### src/rtl/fetch_unit_pkg.sv
// Shared types for the instruction fetch stage: fetch payload, FSM states and
// next-PC select codes.
package fetch_unit_pkg;

    localparam int          XLEN_DEF         = 64;
    localparam logic [63:0] PC_RESET_DEFAULT = 64'h8000_0000;

    typedef logic [XLEN_DEF-1:0] addr_t;
    typedef logic [31:0]         word_t;

    typedef struct packed {
        logic  valid;
        addr_t pc;
        word_t instr;
        logic  misalign;
    } fetch_data_t;

    typedef enum logic [1:0] {
        S_REQ,
        S_WAIT,
        S_DISCARD,
        S_HOLD
    } fetch_state_t;

    typedef enum logic [1:0] {
        PCSEL_KEEP,
        PCSEL_INC,
        PCSEL_REDIR
    } pc_sel_t;

endpackage

### src/rtl/fetch_unit_pcsel.sv
// Next-PC mux: keep the current PC, step to the next word, or take a redirect.
module fetch_unit_pcsel
    import fetch_unit_pkg::*;
#(
    parameter int XLEN = 64
) (
    input  pc_sel_t           sel,
    input  logic [XLEN-1:0]   pc,
    input  logic [XLEN-1:0]   redirect_pc,
    output logic [XLEN-1:0]   next_pc
);

    always_comb begin
        next_pc = pc;
        case (sel)
            PCSEL_INC:   next_pc = pc + XLEN'(4);
            PCSEL_REDIR: next_pc = redirect_pc;
            default:     next_pc = pc;
        endcase
    end

endmodule

### src/rtl/fetch_unit.sv
// IF stage: owns the fetch PC, runs the instruction-bus handshake and presents
// one fetch_data_t per cycle to the F/D register.
//
//  state     | meaning
//  S_REQ     | request at pc (or present misalign fault)
//  S_WAIT    | request accepted, awaiting data_ok
//  S_DISCARD | in-flight response belongs to a stale pc
//  S_HOLD    | instruction buffered while downstream stalls
module fetch_unit
    import fetch_unit_pkg::*;
#(
    parameter int              XLEN     = 64,
    parameter logic [XLEN-1:0] PC_RESET = XLEN'(PC_RESET_DEFAULT)
) (
    input  logic              clk,
    input  logic              reset,
    input  logic              redirect_valid,
    input  logic [XLEN-1:0]   redirect_pc,
    input  logic              stall,
    output logic              ireq_valid,
    output logic [XLEN-1:0]   ireq_addr,
    input  logic              iresp_addr_ok,
    input  logic              iresp_data_ok,
    input  logic [31:0]       iresp_data,
    output logic              fetch_valid,
    output logic [XLEN-1:0]   fetch_pc,
    output logic [31:0]       fetch_instr,
    output logic              fetch_misalign,
    output logic              fetch_busy
);

    fetch_state_t    state_q, state_d;
    logic [XLEN-1:0] pc_q, pc_d;
    word_t           hold_q, hold_d;
    pc_sel_t         pc_sel;
    fetch_data_t     fetch_out;
    logic            aligned;
    logic            req_fire;
    logic            data_hit;

    always_comb begin
        aligned  = (pc_q[1:0] == 2'b00);
        req_fire = (state_q == S_REQ) && aligned && iresp_addr_ok;
        // addr_ok and data_ok together in REQ is a zero-wait response
        data_hit = iresp_data_ok && ((state_q == S_WAIT) || req_fire);
    end

    always_comb begin
        state_d = state_q;
        hold_d  = hold_q;
        pc_sel  = PCSEL_KEEP;
        if (redirect_valid) begin
            pc_sel = PCSEL_REDIR;
            case (state_q)
                S_REQ:     state_d = (req_fire && !iresp_data_ok) ? S_DISCARD : S_REQ;
                S_WAIT:    state_d = iresp_data_ok ? S_REQ : S_DISCARD;
                S_DISCARD: state_d = iresp_data_ok ? S_REQ : S_DISCARD;
                default:   state_d = S_REQ;
            endcase
        end else begin
            case (state_q)
                S_REQ, S_WAIT: begin
                    if (data_hit) begin
                        if (stall) begin
                            hold_d  = iresp_data;
                            state_d = S_HOLD;
                        end else begin
                            pc_sel  = PCSEL_INC;
                            state_d = S_REQ;
                        end
                    end else if (req_fire) begin
                        state_d = S_WAIT;
                    end
                end
                S_DISCARD: begin
                    if (iresp_data_ok) state_d = S_REQ;
                end
                default: begin
                    if (!stall) begin
                        pc_sel  = PCSEL_INC;
                        state_d = S_REQ;
                    end
                end
            endcase
        end
    end

    fetch_unit_pcsel #(
        .XLEN (XLEN)
    ) u_pcsel (
        .sel         (pc_sel),
        .pc          (pc_q),
        .redirect_pc (redirect_pc),
        .next_pc     (pc_d)
    );

    always_ff @(posedge clk) begin
        if (reset) begin
            state_q <= S_REQ;
            pc_q    <= PC_RESET;
            hold_q  <= '0;
        end else begin
            state_q <= state_d;
            pc_q    <= pc_d;
            hold_q  <= hold_d;
        end
    end

    always_comb begin
        fetch_out    = '0;
        fetch_out.pc = addr_t'(pc_q);
        ireq_valid   = !reset && (state_q == S_REQ) && aligned;
        if (!reset && !redirect_valid) begin
            case (state_q)
                S_REQ: begin
                    if (!aligned) begin
                        fetch_out.valid    = 1'b1;
                        fetch_out.misalign = 1'b1;
                    end else if (data_hit) begin
                        fetch_out.valid = 1'b1;
                        fetch_out.instr = iresp_data;
                    end
                end
                S_WAIT: begin
                    if (iresp_data_ok) begin
                        fetch_out.valid = 1'b1;
                        fetch_out.instr = iresp_data;
                    end
                end
                S_HOLD: begin
                    fetch_out.valid = 1'b1;
                    fetch_out.instr = hold_q;
                end
                default: ;
            endcase
        end
    end

    assign ireq_addr      = pc_q;
    assign fetch_valid    = fetch_out.valid;
    assign fetch_pc       = XLEN'(fetch_out.pc);
    assign fetch_instr    = fetch_out.instr;
    assign fetch_misalign = fetch_out.misalign;
    assign fetch_busy     = !fetch_out.valid;

endmodule

### config.mk
export PLATFORM = sky130hd
export DESIGN_NAME = fetch_unit
export DESIGN_NICKNAME = d
export VERILOG_FILES = /design/src/rtl/fetch_unit_pkg.sv /design/src/rtl/fetch_unit_pcsel.sv /design/src/rtl/fetch_unit.sv
export SDC_FILE = /design/constraint.sdc
export NUM_CORES = 1
export LEC_CHECK = 0
export ABC_AREA = 1
export CAP_MARGIN = 10
export CORE_ASPECT_RATIO = 2
export CORE_MARGIN = 4
export CORE_UTILIZATION = 25
export DETAILED_ROUTE_END_ITERATION = 7
export GPL_TIMING_DRIVEN = 0
export PLACE_DENSITY = 0.5
export SLEW_MARGIN = 5
export SYNTH_ARGS = -nofsm -noshare
export SYNTH_HDL_FRONTEND = slang
export SYNTH_HIERARCHICAL = 1
export SYNTH_SLANG_ARGS = --single-unit
### constraint.sdc
create_clock -name clk -period 8.45 [get_ports clk]
set_input_delay 1.69 -clock clk [delete_from_list [all_inputs] [get_ports clk]]
set_output_delay 1.69 -clock clk [all_outputs]
set_load 0.05 [all_outputs]
==> results of run 1 <==
[Yosys cell counts (3+ instances only)]
cell      number
inv_2          3
o211ai_1       3
nor2_4         8
nand4_1       18
dfxtp_1       98
clkbuf_1      25
ha_1           8
xnor2_1        3
o21ai_1       15
a22o_1         7
buf_4         67
nor2_2        13
buf_1          4
a21boi_0       3
nor3_1         6
nand2_1      419
nor2_1       250
inv_1        240
o21bai_1       3
nand2_2       16
nand3_1      119
a21oi_1       38
buf_6          6
buf_2         12
o21ai_0       48
[worst max-delay path: cells and delay by family]
kind	cells	cell delay, ps
buf+inv	5	1840
simple gates	2	280
compound gates	1	240
[logic make-up (layout without fill, tap and decap cells)]
family | count (synthesis) | after routing | synth area share, %
flip-flops | 98 | 98 | 24.5
XOR/XNOR | 5 | 5 | 0.547
buffers and inverters | 360 | 641 | 20.8
adder cells (fa/ha/maj) | 8 | 8 | 1.25
AND/OR/NAND/NOR | 857 | 857 | 44.8
AO/OA/AOI/OAI | 118 | 118 | 8.04
[state kept, by name, indices dropped and copies added (netlist names)]
register	flops
fetch_pc	64
state_q	2
hold_q	32
[power groups by stage]
stage	Combinational [uW]	Clock, uW	Sequential [uW]
CTS	694	449	556
global placement	689	0	566
global route	742	459	560
detailed placement	691	0	567
finish	687	431	554
floorplan	376	0	610
[layout make-up]
cell class              instances  area share (%)
repair buffers                265            23.1
plain buffers                 114            6.45
well taps                     423            4.61
clock inverters                 7           0.535
multi-input cells             988            38.1
clock buffers                   9            1.96
flip-flops and latches         98            17.1
inverters                     246            8.06
[through the flow]
step                      power, uW  hold WS (ps)  utilization, %  cell area, um2
after global routing           1760           502            36.4           11500
after CTS                      1700           489            36.4           11500
after global placement         1260           463            35.5           11200
after detailed placement       1260           471            35.5           11200
after floorplan                 987           454               -            8000
final                          1670           486            36.4           11500
[per-layer routing]
layer	track usage [%]	vias to the layer above	wire length, um	part of all wire [%]
li1	-	4879	-	-
met4	15.3	0	2910	7.5
met5	0	-	0	0
met3	3.61	112	1970	5.1
met1	18.2	4247	11900	31
met2	44.7	384	21900	57
[path summary, 6_finish.rpt]
check | start | to
hold / removal | hold_q[29] | hold_q[29]
hold reg to reg | hold_q[29] | hold_q[29]
setup reg to reg | state_q[0] | fetch_pc[13]
setup / recovery | redirect_valid | fetch_instr[30]
[cell usage in the layout (no fill, tap or decap), types with 12 or more instances in the layout]
cell and instances:
o21ai_1 15, nand4_1 18, nor2_2 13, nand3_1 119
clkbuf_1 25, buf_2 12, buf_4 67, o21ai_0 48
nand2_2 16, nor2_1 250, dfxtp_1 98, nand2_1 419
inv_1 240, a21oi_1 38, clkdlybuf4s50_1 265
==> metrics.md, run 1 <==
| Metric | Value |
|---|---|
| Die X | 135 um |
| Inserted Clock Buffers | 9 |
| DIE HEIGHT | 261 um |
| # Post-CTS Setup Buffers | 0 |
| Via-to-Cell Ratio | 4.48 |
| Post-CTS Resized | 0 |
| NetSw | 723 uW |
| Via count | 9622 |
| Max-Cap Viols | 0 |
| Place WS | 2680 ps |
| Synthesized cell area | 8000 um2 |
| Worst-Skew Late Latency | 390 ps |
| DR pass1 iterations | 5 |
| Overall Global Routing Usage | 21.8% |
| RePlAce Congestion | 1.02 |
| Share of the synthesized area in the top cell type | 24.5% |
| CP max stage delay | 840 ps |
| Setup-failing EPs final | 0 |
| Grt total ovfl | 0 |
| Power Dens Cells | 146 nW/um2 |
| Hold WC Path Type | register to register |
| Final WL | 38.7 mm |
| Logic gate share of total power | 41.1% |
| Flops & latches, synth | 98 |
| Hold buffers post-CTS | 0 |
| Register Area | 1960 um2 |
| CP max FO | 10 |
| Share of cells above drive strength 1 | 8.51% |
| Die ar. | 35100 um2 |
| Clk Tree Root Cell | clkbuf_16 |
| Crit Path Class | input pin to output port |
| Top cells by area, synth | dfxtp_1, nand2_1, nor2_1 |
| Hold path cells | 2 |
| Slowest cell on crit path | clkdlybuf4s50_1 |
| Yosys Warn Count | 6 |
| N_diodes | 0 |
| Drc violations | 0 |
| Number of global-route vias before repair | 9786 |
| Switching Share | 43.3% |
| # port buffers | 265 |
| First-pass GRT wire length | 56.8 mm |
| Clk slew on worst S/H paths | 80 ps |
| Post-synth ARST share | 0% |
| Wire length per cell | 18.0 um |
| LEAKAGE | 0.00482 uW |
| Crit. End Element | output port |
| Final clock skew | 16.1 ps |
| Primary FF master, synth | dfxtp_1 |
| Final worst slack | 2700 ps |
| Core ar. | 31500 um2 |
| Outcome | finished clean |
| Achievable Freq | 174 MHz |
| Distinct cell type count after synthesis | 35 |
| Final Max Slew Viols | 0 |
| CP required | 6760 ps |
| Final cell count without fillers | 2150 |
| R2R depth | 18 |
| Initial antenna violation count | 0 |
| Initial core utilization | 25.4% |
| Post-synthesis net count | 1556 |
| RSZ-0062 raised after global routing | false |
| Reg2Reg Setup Slack | 4720 ps |
| Number of fillers in the final layout | 3565 |
| Clock share of power | 25.8% |
| H-tree depth | 3 |
| Crit-path cells | clkdlybuf4s50_1, nor2_1, inv_1, nor2_1, inv_1, clkbuf_1, a21oi_1, clkdlybuf4s50_1 |
| Clock Path Buffers | 2 |
| Post-DP HPWL | 32.6 mm |
| Final count of hold timing violations | 0 |
| 1st-iter DRT viols | 452 |
| Internal | 948 uW |
| Post-Syn Instances | 1446 |
| I/O Pins | 266 |
| Setup crit start kind | input pin |
| Post-synth EDFFs | 0 |
| Multi-input gate area | 4380 um2 |
| CTS tree | yes |
| Worst slew pin tran | 772 ps |
| Critical path arrival | 4060 ps |
| Setup TNS | 0 ps |
| Placed insts | 2134 |
| Area Growth Syn to Fin | 43.3% |
| Syn_area_per_cell | 5.53 um2 |
| Final min period | 5750 ps |
| Area leader, netlist | dfxtp_1 |
| TritonCTS Sinks | 98 |
| Maximum VDD drop | 0.000106 V |
| Final period util | 68.1% |
| # rows | 92 |
| Largest net degree at the start of global routing | 19 |
| Flop pwr share | 33.1% |
| Routed Antenna Nets | 0 |
| Seq/Total Area, Yosys | 24.5% |
| Relative slew slack | 48.5% |
| Nets | 1832 |
No activity file was read; power rests on OpenSTA's default activity.
==> run 2: changes to the inputs <==
--- a/config.mk
+++ b/config.mk
@@ -12,7 +12,7 @@
 export CORE_UTILIZATION = 25
 export DETAILED_ROUTE_END_ITERATION = 7
 export GPL_TIMING_DRIVEN = 0
-export PLACE_DENSITY = 0.5
+export PLACE_DENSITY = 0.52
 export SLEW_MARGIN = 5
 export SYNTH_ARGS = -nofsm -noshare
 export SYNTH_HDL_FRONTEND = slang
==> constraint.sdc (replaced) <==
create_clock -name clk -period 4.65 [get_ports clk]
set_input_delay 0.93 -clock clk [delete_from_list [all_inputs] [get_ports clk]]
set_output_delay 0.93 -clock clk [all_outputs]
set_load 0.05 [all_outputs]
==> run 2 against run 1 <==
  * Cell count stayed put
  * Core utilization hardly changed
  * Clock power increased by 81%
  * Highest routed layer unchanged
  * Die area unchanged
  * Critical path depth did not move
  * Critical endpoint is now fetch_instr[22]
  * Sequential cell count stayed put
==> metrics.md, run 2 (synthesized netlist as in run 1, its figures left out) <==
| Metric | Value |
|---|---|
| Outcome | finished clean |
| Post-DP HPWL | 31.6 mm (-3.1%) |
| Setup crit start kind | input pin |
| RSZ-0062 raised after global routing | false |
| CP max FO | 10 (unchanged) |
| TritonCTS Sinks | 98 (unchanged) |
| Inserted Clock Buffers | 9 (unchanged) |
| Final count of hold timing violations | 0 (unchanged) |
| DR pass1 iterations | 8 (+3) |
| Reg2Reg Setup Slack | 980 ps (-3740 ps) |
| Hold buffers post-CTS | 0 (unchanged) |
| Crit-path cells | clkdlybuf4s50_1, nor2_1, inv_1, nor2_1, inv_1, clkbuf_1, a21oi_1, clkdlybuf4s50_1 |
| CP endpoint | fetch_instr[22] |
| Placed insts | 2134 (unchanged) |
| Most common cell after layout, fill and taps aside | nand2_1 |
| Max reg flops | 64 (unchanged) |
| Clk slew on worst S/H paths | 70 ps (about the same) |
| H-tree depth | 3 (unchanged) |
| Nets | 1832 (unchanged) |
| Number of global-route vias before repair | 9537 (-2.5%) |
| Final WL | 37.7 mm (-2.8%) |
| Commonest non-fill, non-tap cells in the layout | nand2_1, clkdlybuf4s50_1, nor2_1 |
| Hold WC Path Type | register to register |
| Die X | 135 um (unchanged) |
| Initial core utilization | 25.4% (unchanged) |
| Die ar. | 35100 um2 (unchanged) |
| Overall Global Routing Usage | 21.1% (-0.70 points) |
| # port buffers | 265 (unchanged) |
| Critical path arrival | 3330 ps (-730 ps) |
| Area Growth Syn to Fin | 43.3% (about the same) |
| DIE HEIGHT | 261 um (unchanged) |
| Final min period | 4260 ps |
| Core ar. | 31500 um2 (unchanged) |
| Worst slew pin tran | 810 ps (+37.9 ps) |
| Wire length per cell | 17.5 um (-2.8%) |
| R2R depth | 19 (+1) |
| Share of cells above drive strength 1 | 8.45% (-0.058 points) |
| Worst-Skew Late Latency | 390 ps (about the same) |
| Achievable Freq | 235 MHz |
| Maximum VDD drop | 0.000177 V (+68%) |
| Grt total ovfl | 0 (unchanged) |
| Critical Path Source | redirect_valid |
| Drc violations | 0 (unchanged) |
| Post-CTS Resized | 0 (unchanged) |
| Design area | 11500 um2 (about the same) |
| Via count | 9581 (-0.43%) |
| Slowest cell on crit path | clkdlybuf4s50_1 |
| Setup-failing EPs final | 0 (unchanged) |
| Setup TNS | 0 ps (unchanged) |
| Final period util | 91.6% |
| Area after DPL | 11200 um2 (unchanged) |
| Initial antenna violation count | 0 (unchanged) |
| RR Endpoint | fetch_pc[29] |
| Final Max Slew Viols | 0 (unchanged) |
| RR Startpoint | state_q[0] |
| Largest net degree at the start of global routing | 19 (unchanged) |
| RePlAce Congestion | 1.03 (+0.88%) |
| Via-to-Cell Ratio | 4.46 (-0.43%) |
| CP max stage delay | 850 ps (about the same) |
| # rows | 92 (unchanged) |
| Final clock skew | 17.9 ps (+1.79 ps) |
| Crit Path Class | input pin to output port |
| 1st-iter DRT viols | 493 (+9.1%) |
| Power Dens Cells | 264 nW/um2 (+81%) |
| Relative slew slack | 46.0% (-2.5 points) |
| Crit. End Element | output port |
| Clk Tree Root Cell | clkbuf_16 |
| CTS tree | yes |
| # Post-CTS Setup Buffers | 0 (unchanged) |
| Clock Path Buffers | 2 (unchanged) |
| LEAKAGE | 0.00482 uW (about the same) |
| First-pass GRT wire length | 55.1 mm (-3.0%) |
| I/O Pins | 266 (unchanged) |
| Final cell count without fillers | 2150 (unchanged) |
| Routed Antenna Nets | 0 (unchanged) |
| CP required | 3720 ps (-3040 ps) |
| N_diodes | 0 (unchanged) |
| Max-Cap Viols | 0 (unchanged) |
-- run 2: cell types whose count changed in the layout (fill, tap and decap cells not counted) --
cell        before  now
inv_6            1    3
clkbuf_1        25   26
clkinv_2         2    1
clkinvlp_4       1    0
inv_8            2    1
-- run 2: worst min-delay path by stage --
stage / from / endpoint / slack [ps] / depth (start not counted)
finish: hold_q[7] / hold_q[7] / 480 / 2
global route: hold_q[31] / hold_q[31] / 500 / 2
CTS: hold_q[7] / hold_q[7] / 490 / 2
detailed placement: hold_q[7] / hold_q[7] / 470 / 2
global placement: hold_q[22] / hold_q[22] / 460 / 2
floorplan: hold_q[10] / hold_q[10] / 450 / 2
-- run 2: critical path: cells and delay by family --
family / cells / cell delay [ps]
buf+inv: 5 / 1850
compound gates: 1 / 260
simple gates: 2 / 280
-- run 2: metal layers --
layer	wire, um	GRT usage (%)	vias to the layer above
met5	0	0	-
met4	2310	12.8	0
met3	2270	4.31	100
met2	21300	43.4	390
met1	11700	17.9	4227
li1	-	-	4864
-- run 2: cell type report --
type | count | area, um2
multi-input combinational | 988 | 4380
sequential | 98 | 1960
buffer | 114 | 739
clock inverter | 6 | 55.1
fill | 3603 | 20100
tap | 423 | 529
timing repair buffer | 265 | 2650
inverter | 246 | 925
clock buffer | 10 | 229
-- run 2: metrics by stage --
step	hold slack [ps]	setup slack (ps)	power, uW	utilization [%]
after global placement	462	303	2280	35.5
after global routing	499	242	3210	36.4
after floorplan	454	1460	1790	-
final	482	390	3030	36.4
after detailed placement	472	256	2280	35.5
after CTS	487	369	3090	36.4
-- run 2: power breakdown --
| part | internal [uW] | total, uW | switching, uW |
|---|---|---|---|
| Clock | 376 | 780 | 405 |
| Combinational | 445 | 1240 | 800 |
| Sequential | 904 | 1010 | 103 |
